<file path="src/rtl/hazard_forward_unit.sv">
// Hazard and forwarding unit for the 5-stage pipeline: decode/EX bypass selects,
// load-use and multi-cycle scoreboard stalls, and a saturating stall-cycle counter.
module hazard_forward_unit #(
  parameter int REG_ADDR_W = 5,
  parameter int MC_LATENCY = 4,
  parameter int CNT_W      = 16
) (
  input  logic                  clk_i,
  input  logic                  rst_i,
  input  logic                  D_Valid_i,
  input  logic [REG_ADDR_W-1:0] D_Rs1_i,
  input  logic [REG_ADDR_W-1:0] D_Rs2_i,
  input  logic                  D_IsMC_i,
  input  logic [REG_ADDR_W-1:0] E_Rs1_i,
  input  logic [REG_ADDR_W-1:0] E_Rs2_i,
  input  logic [REG_ADDR_W-1:0] E_Rd_i,
  input  logic                  E_MemRead_i,
  input  logic [REG_ADDR_W-1:0] M_Rd_i,
  input  logic                  M_RegWrite_i,
  input  logic [REG_ADDR_W-1:0] W_Rd_i,
  input  logic                  W_RegWrite_i,
  input  logic                  MC_Start_i,
  input  logic [REG_ADDR_W-1:0] MC_Rd_i,
  input  logic                  Stall_Clr_i,
  output logic                  D_AForward_o,
  output logic                  D_BForward_o,
  output logic [1:0]            E_AForward_o,
  output logic [1:0]            E_BForward_o,
  output logic                  Stall_o,
  output logic                  Flush_E_o,
  output logic                  MC_Busy_o,
  output logic                  MC_Done_o,
  output logic [CNT_W-1:0]      Stall_Count_o
);

  typedef enum logic [0:0] {
    ST_IDLE = 1'b0,
    ST_BUSY = 1'b1
  } state_e;

  localparam logic [REG_ADDR_W-1:0] REG_ZERO  = {REG_ADDR_W{1'b0}};
  localparam logic [CNT_W-1:0]      CNT_ZERO  = {CNT_W{1'b0}};
  localparam logic [CNT_W-1:0]      CNT_ONE   = CNT_W'(1);
  localparam logic [CNT_W-1:0]      CNT_SAT   = {CNT_W{1'b1}};
  localparam logic [CNT_W-1:0]      CNT_RELOAD = CNT_W'(MC_LATENCY - 1);

  // A producer can bypass into a consumer only when it writes a non-zero register.
  function automatic logic fwd_hit(input logic                  we,
                                   input logic [REG_ADDR_W-1:0] rd,
                                   input logic [REG_ADDR_W-1:0] src);
    return we && (rd != REG_ZERO) && (rd == src);
  endfunction

  function automatic logic [1:0] ex_sel(input logic [REG_ADDR_W-1:0] src,
                                        input logic                  m_we,
                                        input logic [REG_ADDR_W-1:0] m_rd,
                                        input logic                  w_we,
                                        input logic [REG_ADDR_W-1:0] w_rd);
    logic [1:0] sel;
    if (fwd_hit(m_we, m_rd, src)) begin
      sel = 2'b10;
    end else if (fwd_hit(w_we, w_rd, src)) begin
      sel = 2'b01;
    end else begin
      sel = 2'b00;
    end
    return sel;
  endfunction

  state_e                  state_q, state_d;
  logic [CNT_W-1:0]        cnt_q, cnt_d;
  logic [REG_ADDR_W-1:0]   pend_q, pend_d;
  logic [CNT_W-1:0]        stall_cnt_q, stall_cnt_d;
  logic                    mc_done_s;
  logic                    mc_wait_s;
  logic                    lu_s;
  logic                    raw_s;
  logic                    struct_s;
  logic                    stall_s;

  // Multi-cycle unit state, latency counter and pending destination.
  always_ff @(posedge clk_i or posedge rst_i) begin
    if (rst_i) begin
      state_q     <= ST_IDLE;
      cnt_q       <= CNT_ZERO;
      pend_q      <= REG_ZERO;
      stall_cnt_q <= CNT_ZERO;
    end else begin
      state_q     <= state_d;
      cnt_q       <= cnt_d;
      pend_q      <= pend_d;
      stall_cnt_q <= stall_cnt_d;
    end
  end

  // Next-state logic; a start on the final cycle reloads without passing through IDLE.
  always_comb begin
    state_d   = state_q;
    cnt_d     = cnt_q;
    pend_d    = pend_q;
    mc_done_s = 1'b0;
    case (state_q)
      ST_IDLE: begin
        if (MC_Start_i) begin
          state_d = ST_BUSY;
          cnt_d   = CNT_RELOAD;
          pend_d  = MC_Rd_i;
        end else begin
          state_d = ST_IDLE;
        end
      end
      ST_BUSY: begin
        if (cnt_q != CNT_ZERO) begin
          cnt_d = cnt_q - CNT_ONE;
        end else begin
          mc_done_s = 1'b1;
          if (MC_Start_i) begin
            state_d = ST_BUSY;
            cnt_d   = CNT_RELOAD;
            pend_d  = MC_Rd_i;
          end else begin
            state_d = ST_IDLE;
            pend_d  = REG_ZERO;
          end
        end
      end
      default: begin
        state_d = ST_IDLE;
        cnt_d   = CNT_ZERO;
        pend_d  = REG_ZERO;
      end
    endcase
  end

  // Hazard detection; on the done cycle the result is on W, so the scoreboard releases.
  always_comb begin
    mc_wait_s = (state_q == ST_BUSY) && (cnt_q != CNT_ZERO);
    lu_s      = E_MemRead_i && (E_Rd_i != REG_ZERO) && D_Valid_i &&
                ((E_Rd_i == D_Rs1_i) || (E_Rd_i == D_Rs2_i));
    raw_s     = mc_wait_s && D_Valid_i && (pend_q != REG_ZERO) &&
                ((pend_q == D_Rs1_i) || (pend_q == D_Rs2_i));
    struct_s  = mc_wait_s && D_Valid_i && D_IsMC_i;
    stall_s   = lu_s || raw_s || struct_s;
  end

  // Stall-cycle counter: clear wins, otherwise count stalled cycles up to all-ones.
  always_comb begin
    stall_cnt_d = stall_cnt_q;
    if (Stall_Clr_i) begin
      stall_cnt_d = CNT_ZERO;
    end else if (stall_s && (stall_cnt_q != CNT_SAT)) begin
      stall_cnt_d = stall_cnt_q + CNT_ONE;
    end else begin
      stall_cnt_d = stall_cnt_q;
    end
  end

  // Output drive: forwarding selects are combinational, unit status follows the state register.
  always_comb begin
    D_AForward_o  = fwd_hit(W_RegWrite_i, W_Rd_i, D_Rs1_i);
    D_BForward_o  = fwd_hit(W_RegWrite_i, W_Rd_i, D_Rs2_i);
    E_AForward_o  = ex_sel(E_Rs1_i, M_RegWrite_i, M_Rd_i, W_RegWrite_i, W_Rd_i);
    E_BForward_o  = ex_sel(E_Rs2_i, M_RegWrite_i, M_Rd_i, W_RegWrite_i, W_Rd_i);
    Stall_o       = stall_s;
    Flush_E_o     = stall_s;
    MC_Busy_o     = (state_q == ST_BUSY);
    MC_Done_o     = mc_done_s;
    Stall_Count_o = stall_cnt_q;
  end

endmodule

</file>
<file path="config.mk">
export PLATFORM = sky130hd
export DESIGN_NAME = hazard_forward_unit
export DESIGN_NICKNAME = d
export VERILOG_FILES = /design/src/rtl/hazard_forward_unit.sv
export SDC_FILE = /design/constraint.sdc
export NUM_CORES = 1
export LEC_CHECK = 0
export CORE_MARGIN = 2
export CORE_UTILIZATION = 55
export DETAILED_ROUTE_END_ITERATION = 8
export DONT_BUFFER_PORTS = 1
export GPL_TIMING_DRIVEN = 1
export MAX_ROUTING_LAYER = met4
export PLACE_DENSITY = 0.79
export SLEW_MARGIN = 10
export SYNTH_ARGS = -nofsm -noshare
export SYNTH_HDL_FRONTEND = slang
export SYNTH_SLANG_ARGS = --single-unit
</file>
<file path="constraint.sdc">
create_clock -name clk_i -period 7.01 [get_ports clk_i]
set_clock_uncertainty 0.05 [all_clocks]
set_input_delay 0.3505 -clock clk_i [delete_from_list [all_inputs] [get_ports clk_i]]
set_output_delay 0.3505 -clock clk_i [all_outputs]
set_load 0.02 [all_outputs]
</file>
==> results.py, run 1 <==
metrics = {
    "setup_path": {
        "worstReg2RegStart": "cnt_q[0]$_DFF_PP0_",
        "worst-path-max-fanout": 15,
        "critical_path.cell_chain": "inv_1 -> ha_1 -> or3b_2 -> nor4_1 -> nor2b_1 -> o311ai_2 -> nand2_1",
        "timing.critical_path.to_type": "output pin",
        "regToRegSetupSlack_ns": 3.73,
        "critPathLaunchType": "register",
        "crit_arrival_ns": 3.04,
        "critical_path_buf_inv_count": 1,
        "worstSetupPathType": "register to output pin",
        "worst_path_largest_cell_delay_ns": 0.52,
        "r2r-end": "Stall_Count_o[14]$_DFFE_PP0P_",
        "critPathSlowestCell": "sky130_fd_sc_hd__nand2_1",
        "timing.critical_path.required_ns": 6.61,
        "r2r.worst_path.cells": 8,
        "critPathTopFamily": "simple AND/OR/NAND/NOR gates",
    },
    "sta": {
        "timing.hold.ws_ns": 0.00321,
        "final_max_slew_viol_count": 0,
        "final_min_period_over_clock_period_pct": 49.1,
        "final_period_minus_worst_setup_slack_ns": 3.44,
        "setup_violations": 0,
        "rsz0062_at_grt": "no",
        "worstMarginPinSlew_ns": 1.05,
        "finalHoldViolations": 0,
        "fmax_ghz": 0.291,
        "fin_setup_tns_ns": 0,
        "relSlewSlack_pct": 29.6,
    },
    "power_and_ir_drop": {
        "power_density_cells_nw_per_um2": 250,
        "vdd.ir_drop.worst_v": 0.000214,
        "static-leakage-power_nw": 1.15,
        "total_power_w": 0.000742,
    },
    "route": {
        "dr.pass1.iters": 4,
        "route.detailed.drc": 0,
        "vias": 2430,
        "first_iteration_detailed_routing_drc_count": 238,
        "postRouteAntennaNets": 0,
        "avgViaCountPerCell": 6.39,
        "route.final.wire_length_um": 6620,
        "wl_per_cell_um": 17.4,
    },
    "run_status": {
        "run_status": "finished clean",
    },
    "logic_synthesis": {
        "syn_area_per_cell_um2": 8.77,
        "synth.net_count": 370,
        "synth.yosys.warnings": 0,
        "netlist-cell-type-count": 43,
        "edff_count_synth": 0,
        "netlist_area_um2": 2790,
        "ys_ff_latch": 38,
        "synth_cells": 318,
        "ys_dominant_reg_cell": "sky130_fd_sc_hd__dfrtp_1",
        "synth_seq_area_share_pct": 34.1,
        "postSynth.asyncResetShare_pct": 100,
    },
    "global_routing": {
        "grt-ovfl-total": 0,
        "grt_first_pass_wirelength_um": 10700,
        "initial_antenna_violation_count": 0,
        "grt_start_max_net_pins": 39,
        "track_usage_pct": 25.3,
        "grt_pass1_vias": 2345,
    },
    "floorplan": {
        "io_pins": 75,
        "start_util_pct": 57.9,
        "die-width_um": 75.2,
        "placeableCoreArea_um2": 4820,
        "die_area_um2": 5660,
        "floorplan.die.height_um": 75.2,
        "placement_rows": 25,
    },
    "clock_tree": {
        "post_cts_resized": 0,
        "cts.sinks": 38,
        "clock_tree.buffer_depth": 2,
        "cts_hold_buf": 0,
        "worst_skew_pair.late_latency_ns": 0.30,
        "cts_post_setup_buffers_inserted": 0,
        "path_clk_slew_ns": 0.09,
        "clock_tree.root_cell": "sky130_fd_sc_hd__clkbuf_8",
        "cts_max_level": 2,
        "cts-buffers-inserted": 5,
        "tritoncts": "built",
    },
    "hold_path": {
        "holdCritPathClass": "input pin to asynchronous set/reset pin",
    },
    "final_layout": {
        "fin_cells": 380,
        "final_core_util_pct": 61.6,
        "final_layout_size_suffix_gt1_share_pct": 9.27,
        "num-fill-cells": 442,
        "finalNetCount": 364,
        "multiInputGateArea_um2": 1730,
        "register_area_um2": 951,
        "syn2layout_area_growth_pct": 6.46,
        "n_antenna_cell": 0,
    },
    "placed_design": {
        "place.gp.congestion": 0.876,
        "dp_cells": 372,
        "dpl.hpwl_um": 4810,
        "buffer_ports.inserted": 0,
    },
    "job": {
        "timing.max_cap.violations": 0,
    },
}
## metal layers
layer	vias up	part of all wire (%)	GRT usage, %	routed length [um]
met5	-	0	-	0
li1	1137	-	-	-
met4	0	1.8	10.1	119
met1	1167	42	31.6	2800
met3	12	7.2	4.95	477
met2	114	49	40.5	3230
## cell type report
type / count / share of cell area (%)
Inverter: 11 / 1.39
Timing Repair Buffer: 3 / 0.759
Clock inverter: 3 / 2.32
Multi-Input combinational cell: 253 / 58.4
Tap cell: 67 / 2.82
Sequential cell: 38 / 32.0
Clock buffer: 5 / 2.32
## how the worst max path moves through the flow
stage / from / end / depth (start not counted)
after floorplan: cnt_q[0]$_DFF_PP0_ / Stall_o / 10
after global placement: cnt_q[0]$_DFF_PP0_ / Stall_Count_o[14]$_DFFE_PP0P_ / 8
after detailed placement: cnt_q[0]$_DFF_PP0_ / Stall_Count_o[14]$_DFFE_PP0P_ / 8
after CTS: cnt_q[0]$_DFF_PP0_ / Stall_o / 7
after global routing: cnt_q[0]$_DFF_PP0_ / Flush_E_o / 7
final: cnt_q[0]$_DFF_PP0_ / Flush_E_o / 7
## placed cells by master (no fill, tap or decap), types with 2 or more instances in the layout
master                      count
sky130_fd_sc_hd__a2111oi_0      3
sky130_fd_sc_hd__or4_1         10
sky130_fd_sc_hd__inv_1         11
sky130_fd_sc_hd__nor2b_1       13
sky130_fd_sc_hd__o21ai_0       21
sky130_fd_sc_hd__nor2_1        23
sky130_fd_sc_hd__o31ai_1        3
sky130_fd_sc_hd__a22o_1         6
sky130_fd_sc_hd__mux2_2        13
sky130_fd_sc_hd__bufinv_16      2
sky130_fd_sc_hd__a211oi_1       8
sky130_fd_sc_hd__nand3b_1       2
sky130_fd_sc_hd__nor4_1        12
sky130_fd_sc_hd__ha_1           3
sky130_fd_sc_hd__nor3_1         6
sky130_fd_sc_hd__or3_1          4
sky130_fd_sc_hd__and4_1         3
sky130_fd_sc_hd__nand4_1        2
sky130_fd_sc_hd__xnor2_1       28
sky130_fd_sc_hd__dfrtp_1       38
sky130_fd_sc_hd__a21oi_1        6
sky130_fd_sc_hd__and2_1         3
sky130_fd_sc_hd__o22ai_1        5
sky130_fd_sc_hd__and2_0         2
sky130_fd_sc_hd__a221oi_1       2
sky130_fd_sc_hd__nand2b_1       2
sky130_fd_sc_hd__o41ai_1        2
sky130_fd_sc_hd__and3_1         2
sky130_fd_sc_hd__xor2_1        23
sky130_fd_sc_hd__nand3_1       15
sky130_fd_sc_hd__buf_4          3
sky130_fd_sc_hd__clkbuf_8       5
sky130_fd_sc_hd__nand2_1       21
## Yosys cell counts (all sizes together) (6+ instances only)
cell type / n / share of area [%]
nand2: 21 / 2.8
nor4: 12 / 2.7
dfrtp: 38 / 34
xnor2: 28 / 8.8
buf: 6 / 1.2
nor3: 6 / 1.1
inv: 11 / 1.5
mux2: 13 / 5.2
nand3: 15 / 2.7
a22o: 6 / 1.9
nor2: 23 / 3.1
or4: 11 / 3.1
nor2b: 13 / 2.9
clkbuf: 10 / 1.3
a21oi: 6 / 1.1
o21ai: 21 / 3.8
xor2: 23 / 7.2
a211oi: 8 / 2.2
## sequential cells by signal, indices dropped and copies added, names as in the netlist
signal,count
Stall_Count_o,16
cnt_q,16
pend_q,5
MC_Busy_o,1
## kinds of logic after synthesis
| kind of cell | synth area share, % |
|---|---|
| simple gates | 23.8 |
| compound gates | 15.1 |
| xor+xnor | 16.0 |
| flops | 34.1 |
| buf+inv | 4.04 |
| mux | 5.61 |
| fa+ha+maj | 1.35 |
## through the flow
stage / instance area, um^2 / worst slack (ns)
after floorplan: 2790 / 4.26
after global placement: 2830 / 3.93
after detailed placement: 2830 / 3.74
after CTS: 2970 / 3.59
after global routing: 2970 / 3.37
final: 2970 / 3.57
## report_power, final
group | switching, W | internal (W) | leakage (nW) | total, W
logic | 0.0000948 | 0.0000851 | 0.584 | 0.000180
registers | 0.0000629 | 0.000270 | 0.494 | 0.000333
clock network | 0.0000863 | 0.000143 | 0.0683 | 0.000229
Note: power is estimated with default switching activity, not from simulation.
==> run 2: changes to the inputs <==
clock period = 3.35 ns   (was 7.01 ns; I/O delays follow)
==> run 2 against run 1 <==
Compared with the run above: power up 89%; clock-buffer cell count rose by 2; critical path type unchanged; routed wire length fell by 3.0%; sequential power up 110%.
==> results.py, run 2 (synthesized netlist as in run 1, its figures left out) <==
metrics = {
    "run_status": {
        "run_status": "finished clean",
    },
    "clock_tree": {
        "cts_max_level": 2,
        "cts.sinks": 38,
        "tritoncts": "built",
        "clock_tree.root_cell": "sky130_fd_sc_hd__clkbuf_8",
        "path_clk_slew_ns": 0.08,
        "post_cts_resized": 0,
        "worst_skew_pair.late_latency_ns": 0.29,
        "cts-buffers-inserted": 5,
        "clock_tree.buffer_depth": 2,
    },
    "sta": {
        "relSlewSlack_pct": 33.3,
        "worst_slack_ns": 0.355,
        "worstMarginPinSlew_ns": 0.991,
        "finalHoldViolations": 0,
        "final_min_period_over_clock_period_pct": 89.4,
        "final_max_slew_viol_count": 0,
        "rsz0062_at_grt": "no",
        "setup_violations": 0,
        "fmax_ghz": 0.334,
        "fin_setup_tns_ns": 0,
        "final_period_minus_worst_setup_slack_ns": 3.00,
    },
    "global_routing": {
        "grt-ovfl-total": 0,
        "track_usage_pct": 23.6,
        "initial_antenna_violation_count": 0,
        "grt_start_max_net_pins": 30,
        "grt_first_pass_wirelength_um": 9920,
        "grt_pass1_vias": 2185,
    },
    "setup_path": {
        "timing.critical_path.to_type": "output pin",
        "crit_arrival_ns": 2.78,
        "worst_path_largest_cell_delay_ns": 0.49,
        "worstSetupPathType": "register to output pin",
        "r2r.worst_path.cells": 9,
        "worst-path-max-fanout": 8,
        "timing.critical_path.required_ns": 3.13,
        "critPathLaunchType": "register",
        "critical_path.cell_chain": "inv_1 -> ha_1 -> or3b_2 -> nor4_1 -> nor2b_1 -> o311ai_2 -> buf_4 -> nand2_1 -> buf_4",
        "critical-path-top-cell-by-count": "sky130_fd_sc_hd__buf_4",
        "critPathSlowestCell": "sky130_fd_sc_hd__or3b_2",
    },
    "final_layout": {
        "final_layout_size_suffix_gt1_share_pct": 10.4,
        "mostFrequentLayoutCells": "sky130_fd_sc_hd__dfrtp_1, sky130_fd_sc_hd__xnor2_1, sky130_fd_sc_hd__nor2_1, sky130_fd_sc_hd__xor2_1",
        "syn2layout_area_growth_pct": 9.29,
        "num-fill-cells": 440,
        "multiInputGateArea_um2": 1730,
        "fin_cells": 394,
        "n_antenna_cell": 0,
        "register_area_um2": 951,
        "finalNetCount": 378,
        "mostFrequentLayoutCell": "sky130_fd_sc_hd__dfrtp_1",
        "final_area_um2": 3050,
    },
    "placed_design": {
        "buffer_ports.inserted": 0,
        "place.gp.congestion": 0.908,
        "dpl_cell_area_um2": 2880,
        "dpl.hpwl_um": 4740,
        "dp_cells": 378,
        "placement.setup.worst_slack_ns": 0.596,
    },
    "floorplan": {
        "die-width_um": 75.2,
        "placement_rows": 25,
        "die_area_um2": 5660,
        "floorplan.die.height_um": 75.2,
        "start_util_pct": 57.9,
        "io_pins": 75,
        "placeableCoreArea_um2": 4820,
    },
    "power_and_ir_drop": {
        "vdd.ir_drop.worst_v": 0.000362,
        "total_power_w": 0.00140,
        "static-leakage-power_nw": 1.19,
        "power_density_cells_nw_per_um2": 460,
    },
    "hold_path": {
        "hold_path_depth": 2,
        "holdCritPathClass": "input pin to register",
    },
    "route": {
        "route.final.wire_length_um": 6420,
        "postRouteAntennaNets": 0,
        "dr.pass1.iters": 4,
        "route.detailed.drc": 0,
        "vias": 2400,
        "wl_per_cell_um": 16.3,
        "avgViaCountPerCell": 6.09,
        "first_iteration_detailed_routing_drc_count": 121,
    },
    "job": {
        "timing.max_cap.violations": 0,
    },
}
-- run 2: area by class of cell --
class,instances,share of cell area (%)
Timing Repair Buffer,17,4.84
Sequential cell,38,31.2
Multi-Input combinational cell,253,56.9
Inverter,11,1.35
Clock buffer,7,2.83
Tap cell,67,2.75
Clock inverter,1,0.164
-- run 2: through the flow --
step                utilization (%)  hold WS, ns
detailed placement             59.7        0.206
global placement               59.7        0.194
CTS                            63.1       0.0161
floorplan                         -        0.257
finish                         63.3       0.0204
global route                   63.3       0.0355
-- run 2: power by group --
part | internal [W] | total (W) | switching [W]
registers | 0.000566 | 0.000701 | 0.000134
clock network | 0.000166 | 0.000321 | 0.000155
logic | 0.000187 | 0.000380 | 0.000193
-- run 2: layer usage --
metal / part of all wire, % / up-vias / global-route usage (%) / routed length [um]
li1: - / 1167 / - / -
met3: 6.0 / 6 / 4.95 / 383
met1: 44 / 1142 / 29.0 / 2810
met5: 0 / - / - / 0
met4: 0.62 / 0 / 7.80 / 40
met2: 50 / 85 / 38.8 / 3190
-- run 2: path summary, 6_finish.rpt --
path / startpoint / end / slack [ns]
max in group asynchronous: rst_i / Stall_Count_o[6]$_DFFE_PP0P_ / 2.23
min in group asynchronous: rst_i / cnt_q[5]$_DFF_PP0_ / 0.39
hold / removal: Stall_Clr_i / Stall_Count_o[1]$_DFFE_PP0P_ / 0.02
setup reg to reg: cnt_q[0]$_DFF_PP0_ / Stall_Count_o[14]$_DFFE_PP0P_ / 0.53
setup / recovery: cnt_q[0]$_DFF_PP0_ / Stall_o / 0.35
hold reg to reg: cnt_q[9]$_DFF_PP0_ / cnt_q[9]$_DFF_PP0_ / 0.44
-- run 2: critical path, delay by kind of cell (launching register included) --
kind | cells | cell delay (ns)
AND/OR/NAND/NOR | 4 | 1.15
buffers and inverters | 3 | 0.57
flip-flops | 1 | 0.42
AO/OA/AOI/OAI | 1 | 0.22
adder cells (fa/ha/maj) | 1 | 0.15
-- run 2: repair_timing --
action | CTS | global route
hold buffers | 7 | 1
hold endpoints to repair | 8 | 27
endpoints found under the setup margin | 0 | 0
buffers inserted | 0 | 0
